===== config.mk =====
export PLATFORM = sky130hd
export DESIGN_NAME = instr_decoder
export DESIGN_NICKNAME = d
export VERILOG_FILES = /design/src/rtl/instr_decoder_pkg.sv /design/src/rtl/instr_decoder.sv
export SDC_FILE = /design/constraint.sdc
export NUM_CORES = 1
export LEC_CHECK = 0
export BUFFER_PORTS_ARGS = -buffer_cell sky130_fd_sc_hd__buf_2
export CORE_MARGIN = 3
export CORE_UTILIZATION = 40
export DETAILED_ROUTE_END_ITERATION = 12
export GPL_TIMING_DRIVEN = 1
export HOLD_SLACK_MARGIN = 0.02
export PLACE_DENSITY = 0.71
export SYNTH_ARGS = -nofsm -noshare
export SYNTH_HDL_FRONTEND = slang
export SYNTH_SLANG_ARGS = --single-unit

===== constraint.sdc =====
create_clock -name clk_cu -period 1.55 [get_ports clk_cu]
set_clock_uncertainty 0.05 [all_clocks]
set_input_delay 0.155 -clock clk_cu [delete_from_list [all_inputs] [get_ports clk_cu]]
set_output_delay 0.155 -clock clk_cu [all_outputs]
set_load 0.02 [all_outputs]

===== src/rtl/instr_decoder_pkg.sv =====
// Shared definitions for the control unit, execution unit and ALU:
// opcode map, instruction field positions, FSM encoding and the decode function.
package instr_decoder_pkg;

  localparam int OP_MSB  = 15;
  localparam int OP_LSB  = 12;
  localparam int DST_MSB = 11;
  localparam int DST_LSB = 9;
  localparam int SRC_MSB = 8;
  localparam int SRC_LSB = 6;
  localparam int IMM_MSB = 7;
  localparam int IMM_LSB = 0;

  // Opcodes 0..OP_ALU_LAST are all ALU operations.
  localparam logic [3:0] OP_ALU_LAST = 4'hA;
  localparam logic [3:0] OP_MOV      = 4'hB;
  localparam logic [3:0] OP_LDI      = 4'hC;
  localparam logic [3:0] OP_RDR      = 4'hD;
  localparam logic [3:0] OP_NOP      = 4'hE;
  localparam logic [3:0] OP_HALT     = 4'hF;

  typedef enum logic [2:0] {
    ST_IDLE   = 3'd0,
    ST_FETCH  = 3'd1,
    ST_DECODE = 3'd2,
    ST_EXEC   = 3'd3,
    ST_WAIT   = 3'd4,
    ST_HALT   = 3'd5
  } state_t;

  typedef struct packed {
    logic [3:0] opcode;
    logic       rd;
    logic       wr;
    logic [2:0] ade_bus;
    logic [2:0] ad_mov;
    logic [7:0] idt_bus;
  } eu_ctrl_t;

  localparam eu_ctrl_t EU_IDLE = '{opcode: OP_NOP, rd: 1'b0, wr: 1'b0,
                                   ade_bus: 3'd0, ad_mov: 3'd0, idt_bus: 8'd0};

  function automatic logic is_alu(input logic [3:0] op);
    return op <= OP_ALU_LAST;
  endfunction

  // ALU and RDR need a WAIT cycle for the execution unit to produce result.
  function automatic logic needs_wait(input logic [3:0] op);
    return is_alu(op) || (op == OP_RDR);
  endfunction

  function automatic eu_ctrl_t decode_ctrl(input logic [15:0] instr);
    eu_ctrl_t   c;
    logic [3:0] op;
    op = instr[OP_MSB:OP_LSB];
    c  = EU_IDLE;
    if (is_alu(op)) begin
      c.opcode = op;
    end else begin
      case (op)
        OP_MOV: begin
          c.opcode  = OP_MOV;
          c.ade_bus = instr[DST_MSB:DST_LSB];
          c.ad_mov  = instr[SRC_MSB:SRC_LSB];
        end
        OP_LDI: begin
          c.wr      = 1'b1;
          c.ade_bus = instr[DST_MSB:DST_LSB];
          c.idt_bus = instr[IMM_MSB:IMM_LSB];
        end
        OP_RDR: begin
          c.rd      = 1'b1;
          c.ade_bus = instr[DST_MSB:DST_LSB];
        end
        default: c = EU_IDLE;
      endcase
    end
    return c;
  endfunction

endpackage


===== src/rtl/instr_decoder.sv =====
// Instruction fetch/decode control unit: fetches words by pc, decodes them and
// drives one EXEC cycle of execution-unit controls, capturing results after WAIT.
module instr_decoder
  import instr_decoder_pkg::*;
#(
  parameter int PC_W    = 8,
  parameter int INSTR_W = 16
) (
  input  logic               clk_cu,
  input  logic               rst,
  input  logic               start,
  output logic               instr_req,
  input  logic [INSTR_W-1:0] instr_data,
  input  logic               instr_valid,
  output logic [PC_W-1:0]    pc,
  output logic [3:0]         opcode,
  output logic               rd,
  output logic               wr,
  output logic [2:0]         ade_bus,
  output logic [2:0]         ad_mov,
  output logic [7:0]         idt_bus,
  input  logic [8:0]         result,
  input  logic [1:0]         flag,
  output logic [8:0]         acc_out,
  output logic [1:0]         flag_out,
  output logic               busy,
  output logic               halted,
  output state_t             state_o
);

  state_t             state_q;
  logic [PC_W-1:0]    pc_q;
  logic [PC_W-1:0]    pc_d;
  logic [INSTR_W-1:0] instr_q;
  eu_ctrl_t           ctrl_q;
  eu_ctrl_t           dec;
  logic [3:0]         op;
  logic [8:0]         acc_q;
  logic [1:0]         flag_q;

  assign op   = instr_q[OP_MSB:OP_LSB];
  assign dec  = decode_ctrl(instr_q[15:0]);
  assign pc_d = pc_q + PC_W'(1);

  // Fetch handshake: instr_data is taken on a rising edge where instr_req and
  // instr_valid are both 1; instr_valid while instr_req is 0 is ignored.
  always_ff @(posedge clk_cu or posedge rst) begin
    if (rst) begin
      state_q <= ST_IDLE;
      pc_q    <= '0;
      instr_q <= '0;
      ctrl_q  <= EU_IDLE;
      acc_q   <= '0;
      flag_q  <= '0;
    end else begin
      case (state_q)
        ST_IDLE: begin
          if (start) begin
            pc_q    <= '0;
            state_q <= ST_FETCH;
          end
        end
        ST_FETCH: begin
          if (instr_valid) begin
            instr_q <= instr_data;
            state_q <= ST_DECODE;
          end
        end
        ST_DECODE: begin
          if (op == OP_HALT) begin
            state_q <= ST_HALT;
          end else begin
            ctrl_q  <= dec;
            state_q <= ST_EXEC;
          end
        end
        ST_EXEC: begin
          pc_q <= pc_d;
          if (needs_wait(op)) begin
            // Bus selects stay put through WAIT; only the strobes drop.
            ctrl_q.rd <= 1'b0;
            ctrl_q.wr <= 1'b0;
            state_q   <= ST_WAIT;
          end else begin
            ctrl_q  <= EU_IDLE;
            state_q <= ST_FETCH;
          end
        end
        ST_WAIT: begin
          acc_q <= result;
          if (is_alu(op)) flag_q <= flag;
          ctrl_q  <= EU_IDLE;
          state_q <= ST_FETCH;
        end
        ST_HALT: state_q <= ST_HALT;
        default: state_q <= ST_IDLE;
      endcase
    end
  end

  assign instr_req = (state_q == ST_FETCH);
  assign busy      = (state_q == ST_FETCH) || (state_q == ST_DECODE) ||
                     (state_q == ST_EXEC)  || (state_q == ST_WAIT);
  assign halted    = (state_q == ST_HALT);
  assign state_o   = state_q;
  assign pc        = pc_q;
  assign opcode    = ctrl_q.opcode;
  assign rd        = ctrl_q.rd;
  assign wr        = ctrl_q.wr;
  assign ade_bus   = ctrl_q.ade_bus;
  assign ad_mov    = ctrl_q.ad_mov;
  assign idt_bus   = ctrl_q.idt_bus;
  assign acc_out   = acc_q;
  assign flag_out  = flag_q;

endmodule

==> results.ini, run 1 <==
[status]
outcome=finished with violations
violations=setup timing

[sta]
worstMarginPinSlew_ns=0.422
fin_crit_ns=1.63
period_share=1.05
drv_slew=0
hold_viol_final=0
setup_slack_ns=-0.0843
max_freq_ghz=0.612
maxSlewHeadroom=0.719
timing.hold.ws_ns=0.123
grt_setup_unrepaired=yes
finalSetupViolCount=28

[logic_synthesis]
ys_warn_count=0
yosysTopAreaCell=dfrtp_1
synth_area_um2=2640
synth_edf_count=0
synth_top_area_frac=0.522
synthTopCellsByArea=dfrtp_1, mux2_2, mux2i_1
synth.distinct_cells=42
ys_seq_area_frac=0.551
synth-seq-cells=58
syn_inst=219
syn_nets=251
synthArstFlopShare=1.00
synthFlopType=dfrtp_1
syn_avg_cell_area_um2=12.0

[global_route]
grt_max_degree=34
grt_pass1_vias=2231
top_usage_layer=met2
overflow=0
met1_usage=0.226
antenna_found_initial=0
use_met3=0.0568
met2_usage=0.282
grt_usage=0.178
grt_pass1_wl_um=10400

[floorplan]
ios=76
die_y_um=87.2
fp.dieW_um=87.2
initial_core_util=0.428
dieArea_um2=7610
core-area_um2=6170
num_rows=28

[placement]
placed_cells=384
hpwl_um=4210
io_buffers=75
gp_congestion=0.801

[critical_path]
critical_path_class=reg2reg
crit_path_end_kind=flip-flop
rr_worst_depth=6
path_max_fanout=5
cpPeakStageDelay_ns=0.42
critical_path_required_ns=1.77
arrival_ns=1.85
cpMostUsedCell=buf_4
start_kind=flip-flop
cpMaxStageDelayCell=dfrtp_2
crit_chain=buf_4 -> buf_4 -> nand2_1 -> a31oi_4 -> buf_12 -> mux2_4
cp_top_family=flip-flops
worst-path-buf-inv=3
crit_cells=6

[clock_network]
htree_levels=3
cts.reportedPaths.clkPinSlew_ns=0.06
clock_path_buffers=2
clkLatencyLatePin_ns=0.34
cts.sinks=58
clock-root-buffer=clkbuf_8
cts_tree=built
cts_buffers=9

[finish]
layout.nets=399
area_delta_synth_final_pct=56.4
final_util=0.669
fin_cells=447
num_antenna_cells=0
drive_gt1_frac=0.532

[power_and_ir_drop]
total_power_mw=8.27
power.leakage_nw=2.04
ir_drop_mv=1.36
powerDensity_nw_per_um2=2000

[drt]
drt_drc_violations_left=0
routedWlPerCell_um=14.6
drt_wl_total_um=6530
drt-initial-drc-count=35
vias=2216
ant_nets=0
via_per_inst=4.96
drt_first_pass_iters=4

[min_path]
hp-class=in2reg
whs_path_depth=4

[flow_run]
drv_cap=0

==> through the flow <==
step / area (um2) / worst slack (ns) / setup TNS, ns
floorplan: 2720 / -0.158 / -3.91
finish: 4130 / -0.0843 / -1.03
CTS: 3950 / -0.0736 / -0.949
global placement: 3290 / -0.0644 / -0.631
detailed placement: 3290 / -0.0860 / -1.14
global route: 4130 / -0.136 / -2.95
==> synth_stat cells (2+ instances only) <==
cell type  number
dfstp_2         3
nand2_1        22
and3_1          4
o21a_1          2
nor2_1          4
nand4_1         4
o21ai_0        15
a22o_1          3
a31oi_1         3
dfrtp_1        55
nand3_1         5
mux2_1          2
buf_6           2
nor2b_1         2
a21oi_1         3
mux2i_1        12
buf_4           5
mux2_2         28
buf_2           4
nand3b_1        4
inv_1          16
==> routing by layer <==
metal	vias to the layer above	share of wire
met2	66	0.48
met1	1066	0.44
met5	-	0
met3	13	0.064
met4	0	0.015
li1	1071	-
==> path summary, 6_finish.rpt <==
check | from | endpoint | slack, ns
hold / removal | instr_valid | state_o[0]$_DFFE_PP0P_ | 0.12
min in group asynchronous | rst | acc_out[7]$_DFFE_PP0P_ | 0.41
setup reg to reg | state_o[0]$_DFFE_PP0P_ | opcode[2]$_DFFE_PP1P_ | -0.08
setup / recovery | state_o[0]$_DFFE_PP0P_ | opcode[2]$_DFFE_PP1P_ | -0.08
hold reg to reg | rd$_DFFE_PP0P_ | rd$_DFFE_PP0P_ | 0.46
max in group asynchronous | rst | opcode[2]$_DFFE_PP1P_ | 0.66
==> sequential cells by signal, indices dropped and copies added (netlist names), 2 cells and up <==
| signal | count |
|---|---|
| instr_q | 16 |
| acc_out | 9 |
| idt_bus | 8 |
| pc | 8 |
| opcode | 4 |
| ad_mov | 3 |
| ade_bus | 3 |
| state_o | 3 |
| flag_out | 2 |
==> final cells by class <==
cell class | count | area [um2]
clock buffer | 11 | 141
clock inverter | 5 | 77.6
fill | 493 | 2040
inverter | 16 | 68.8
multi-input combinational | 135 | 1200
sequential | 58 | 1460
tap | 75 | 93.8
timing repair buffer | 147 | 1090
==> cells by family after synthesis <==
kind of cell,count (synthesis),synth area share
buffers and inverters,27,0.0531
DFF,58,0.551
muxes,42,0.174
adders and majority gates,1,0.00474
xor gates and xnor gates,2,0.00664
and+or+nand+nor,56,0.124
AOI/OAI and AO/OA,33,0.0863
==> what timing repair did <==
item | CTS | global route
hold endpoints to repair | 82 | 0
buffers inserted | 11 | 9
setup endpoints to repair | 22 | 45
hold buffers | 28 | 0
gates cloned | 0 | 1
pin swaps | 8 | 12
gates resized for setup | 20 | 37
==> placed cells by master, fill, tap and decap left out, drive strengths merged, types with 2 or more instances in the layout <==
cell and instances:
a21oi 3, o21ai 16, mux2 30, mux2i 12
clkinvlp 2, nor4 2, nand4 4, bufinv 2
and3 5, nand3b 4, nand2 22, dlygate4sd3 28
dfstp 3, clkinv 2, o21a 2, a22o 3
nor2b 2, dfrtp 55, buf 119, nor3b 3
a31oi 4, nand3 5, clkbuf 11, nor2 4
inv 15
==> worst register-to-register path, cell delays in order (launching register included) <==
cell and delay [ns]:
dfrtp_2 0.42, buf_4 0.13, buf_4 0.13, nand2_1 0.10
a31oi_4 0.30, buf_12 0.15, mux2_4 0.29
==> power breakdown <==
group	total [mW]	switching (mW)	internal (mW)
logic	4.13	1.98	2.14
registers	2.61	0.463	2.15
clock network	1.54	0.596	0.943
total	8.27	3.04	5.23
Power figures use the tool's default switching activity.
==> run 2, diff against run 1 <==
--- a/config.mk
+++ b/config.mk
@@ -5,13 +5,13 @@
 export SDC_FILE = /design/constraint.sdc
 export NUM_CORES = 1
 export LEC_CHECK = 0
-export BUFFER_PORTS_ARGS = -buffer_cell sky130_fd_sc_hd__buf_2
 export CORE_MARGIN = 3
 export CORE_UTILIZATION = 40
 export DETAILED_ROUTE_END_ITERATION = 12
+export DONT_BUFFER_PORTS = 1
 export GPL_TIMING_DRIVEN = 1
 export HOLD_SLACK_MARGIN = 0.02
-export PLACE_DENSITY = 0.71
+export PLACE_DENSITY = 0.6
 export SYNTH_ARGS = -nofsm -noshare
 export SYNTH_HDL_FRONTEND = slang
 export SYNTH_SLANG_ARGS = --single-unit
==> results.ini, run 2 (synthesis results as in run 1) <==
[critical_path]
cpMaxStageDelayCell=dfrtp_2
start_kind=flip-flop
cp_top_family=buffers and inverters
critical_path_class=reg2out
cpMostUsedCell=buf_6
worst-path-buf-inv=5
cpPeakStageDelay_ns=0.39
critical_path_required_ns=1.34
arrival_ns=1.44
path_max_fanout=7
crit_chain=buf_6 -> buf_12 -> inv_6 -> buf_6 -> nor3b_4 -> buf_6
crit_path_end_kind=output pin

[floorplan]
ios=76
initial_core_util=0.428
fp.dieW_um=87.2
dieArea_um2=7610
die_y_um=87.2
num_rows=28
core-area_um2=6170

[sta]
setup_slack_ns=-0.0991
period_share=1.06
setup_tns_ns=-0.474
hold_viol_final=0
fin_crit_ns=1.65
max_freq_ghz=0.606
grt_setup_unrepaired=yes
drv_slew=0
finalSetupViolCount=16
maxSlewHeadroom=0.650
timing.hold.ws_ns=0.156
worstMarginPinSlew_ns=0.524

[clock_network]
clock_path_buffers=2
cts_buffers=9
clkLatencyLatePin_ns=0.34
clock-root-buffer=clkbuf_8
cts_tree=built
htree_levels=3
cts.sinks=58
cts.reportedPaths.clkPinSlew_ns=0.07

[drt]
drt_wl_total_um=6310
drt_first_pass_iters=4
drt_drc_violations_left=0
drt-initial-drc-count=63
ant_nets=0
vias=1964
routedWlPerCell_um=16.3
via_per_inst=5.06

[finish]
fin_cells=388
num_antenna_cells=0
drive_gt1_frac=0.419
largest_reg_flops=16
final_common_cell=dfrtp_1
area_delta_synth_final_pct=51.0
final_cell_mix=dfrtp_1, buf_4, dlygate4sd3_1
top_register=instr_q
layout.nets=340
finalInstanceArea_um2=3990
final_util=0.646

[global_route]
grt_pass1_wl_um=10100
grt_pass1_vias=2073
grt_usage=0.174
antenna_found_initial=0
overflow=0
grt_max_degree=24

[power_and_ir_drop]
powerDensity_nw_per_um2=2030
power.leakage_nw=1.83
ir_drop_mv=1.12
total_power_mw=8.10

[flow_run]
drv_cap=0

[min_path]
hp-class=in2reg

[placement]
placed_cells=327
dp_slack_ns=-0.173
io_buffers=0
hpwl_um=4120
dpl_cell_area_um2=3090
gp_congestion=0.729

[status]
outcome=finished with violations
violations=setup timing

-- run 2: cell count changes in the layout (fill, tap and decap cells not counted), moves of 4 or more --
| cell | previous run | this run |
|---|---|---|
| mux2_4 | 14 | 26 |
| buf_4 | 27 | 33 |
| mux2_2 | 16 | 4 |
| buf_12 | 2 | 6 |
| buf_2 | 72 | 0 |
| o21ai_1 | 4 | 8 |
-- run 2: where the power goes --
part	switching, mW	leakage, nW	internal [mW]
Clock	0.596	0.0893	0.737
Sequential	0.852	0.727	2.15
Combinational	1.56	1.02	2.21
-- run 2: worst paths after layout --
kind,from,to,slack (ns),cells after the start
worst max-delay path,state_o[0]$_DFFE_PP0P_,halted,-0.1,6
worst min-delay path,start,pc[4]$_DFFE_PP0P_,0.16,4
worst max register to register,state_o[1]$_DFFE_PP0P_,opcode[2]$_DFFE_PP1P_,-0.05,5
worst min register to register,instr_q[9]$_DFFE_PP0P_,instr_q[9]$_DFFE_PP0P_,0.46,1
max in group asynchronous,rst,instr_q[6]$_DFFE_PP0P_,0.67,3
min in group asynchronous,rst,instr_q[15]$_DFFE_PP0P_,0.29,2
-- run 2: timing repair --
action | in CTS | in global routing
setup endpoints to repair | 33 | 53
gates cloned | 2 | 0
buffers inserted | 10 | 5
pin swaps | 7 | 13
hold buffers | 30 | 0
endpoints found under the hold margin | 49 | 0
resized for setup | 36 | 36
-- run 2: per-layer routing --
metal	vias up	wire length (um)	track usage
li1	949	-	-
met1	934	2640	0.213
met2	77	3040	0.279
met3	4	580	0.0785
met4	0	46	0.0502
met5	-	0	0
-- run 2: area by class of cell --
| cell class | instances | area (um2) |
|---|---|---|
| inverter | 16 | 68.8 |
| multi-input combinational | 134 | 1240 |
| fill | 482 | 2180 |
| clock inverter | 5 | 55.1 |
| sequential | 58 | 1460 |
| timing repair buffer | 89 | 937 |
| clock buffer | 11 | 131 |
| tap | 75 | 93.8 |
-- run 2: worst reg2reg max path: stages (launching register included) --
cell and delay (ns):
dfrtp_2 0.42, buf_6 0.13, and3b_4 0.21, buf_12 0.14, or3_1 0.30, mux2_4 0.28
==> run 3, diff against run 2 <==
--- a/config.mk
+++ b/config.mk
@@ -7,6 +7,7 @@
 export LEC_CHECK = 0
 export CORE_MARGIN = 3
 export CORE_UTILIZATION = 40
+export CTS_BUF_LIST = sky130_fd_sc_hd__clkbuf_4
 export DETAILED_ROUTE_END_ITERATION = 12
 export DONT_BUFFER_PORTS = 1
 export GPL_TIMING_DRIVEN = 1
==> results.ini, run 3 (synthesis results as in run 1) <==
[critical_path]
reg2reg_slack_ns=-0.21
start_kind=flip-flop
endpoint=opcode[2]$_DFFE_PP1P_
arrival_ns=2.04
path_max_fanout=6
critical_path_class=reg2reg
critical_path_required_ns=1.83
rr_worst_depth=6
r2r-end=opcode[2]$_DFFE_PP1P_
crit_path_end_kind=flip-flop
r2r_start=state_o[0]$_DFFE_PP0P_
worstSetupStartpoint=state_o[0]$_DFFE_PP0P_

[power_and_ir_drop]
powerDensity_nw_per_um2=2010
ir_drop_mv=1.12
total_power_mw=7.86
power.leakage_nw=1.81

[global_route]
met2_usage=0.287
use_met3=0.0833
grt_max_degree=24
grt_pass1_wl_um=10100
met1_usage=0.210
grt_pass1_vias=2085
top_usage_layer=met2
antenna_found_initial=0
overflow=0
grt_usage=0.176

[finish]
area_delta_synth_final_pct=48.5
largest_reg_flops=16
num_antenna_cells=0
final_common_cell=dfrtp_1
fillers=490
drive_gt1_frac=0.419
layout.nets=335
final_cell_mix=dfrtp_1, dlygate4sd3_1, mux2_4
top_register=instr_q

[placement]
gp_congestion=0.729
io_buffers=0
hpwl_um=4120
dp_slack_ns=-0.173

[floorplan]
ios=76
die_y_um=87.2
dieArea_um2=7610
core-area_um2=6170
fp.dieW_um=87.2
initial_core_util=0.428
num_rows=28

[sta]
grt_setup_unrepaired=yes
maxSlewHeadroom=0.641
period_share=1.13
finalSetupViolCount=47
worstMarginPinSlew_ns=0.537
drv_slew=0
hold_viol_final=0
setup_slack_ns=-0.208
timing.hold.ws_ns=0.0836
fin_crit_ns=1.76
max_freq_ghz=0.569

[drt]
vias=1952
drt-initial-drc-count=59
via_per_inst=5.10
drt_first_pass_iters=4
routedWlPerCell_um=16.8
drt_drc_violations_left=0
drt_wl_total_um=6450
ant_nets=0

[min_path]
whs_path_depth=4
hp-class=in2reg

[clock_network]
cts_tree=built
cts_buffers=9
cts.reportedPaths.clkPinSlew_ns=0.10
clkLatencyLatePin_ns=0.39
clock-root-buffer=clkbuf_4
cts.sinks=58
htree_levels=3
clock_path_buffers=2

[flow_run]
drv_cap=0

[status]
outcome=finished with violations
violations=setup timing

==> run 3: per-stage QoR <==
| step | setup TNS [ns] | util | cell area (um2) | cells |
|---|---|---|---|---|
| finish | -4.11 | 0.636 | 3920 | 383 |
| global placement | -1.35 | 0.501 | 3090 | 327 |
| floorplan | -3.91 | - | 2720 | 219 |
| detailed placement | -2.10 | 0.501 | 3090 | 327 |
| global route | -6.64 | 0.636 | 3920 | 383 |
| CTS | -4.19 | 0.611 | 3770 | 382 |
==> run 3: report_power, final <==
group          switching (mW)  internal [mW]
Sequential              0.845           2.14
Clock                   0.561          0.523
Combinational            1.58           2.21
Total                    2.99           4.87
==> run 3: how the worst min path moves through the flow <==
stage | startpoint | to | slack [ns]
floorplan | rst | acc_out[0]$_DFFE_PP0P_ | 0.20
global placement | rst | pc[6]$_DFFE_PP0P_ | 0.05
detailed placement | rst | pc[6]$_DFFE_PP0P_ | 0.05
CTS | start | pc[4]$_DFFE_PP0P_ | 0.04
global route | start | pc[4]$_DFFE_PP0P_ | 0.09
finish | start | pc[4]$_DFFE_PP0P_ | 0.08
==> run 3: critical path, cell delays in order, from the launching register on <==
cell     delay, ns
dfrtp_2       0.43
buf_6         0.12
and4b_1       0.25
o21ai_2       0.09
a31oi_4       0.32
buf_6         0.16
mux2_4        0.29
==> run 3: repair_timing <==
action,in CTS,in global routing
pin swaps,4,8
setup buffers,7,1
hold buffers,30,0
hold endpoints to repair,88,0
cloned,2,1
endpoints found under the setup margin,34,46
gates resized for setup,33,41
==> run 3: cell type report <==
cell class                      count  area, um2  area share
Multi-Input combinational cell    134       1260       0.321
Sequential cell                    58       1460       0.372
Clock buffer                       11       82.6      0.0211
Timing Repair Buffer               84        901       0.230
Inverter                           16       68.8      0.0176
Clock inverter                      5       55.1      0.0140
Tap cell                           75       93.8      0.0239
==> run 3: layer usage <==
metal,part of all wire,up-vias
li1,-,940
met1,0.42,939
met2,0.49,68
met3,0.082,5
met4,0.0062,0
met5,0,-
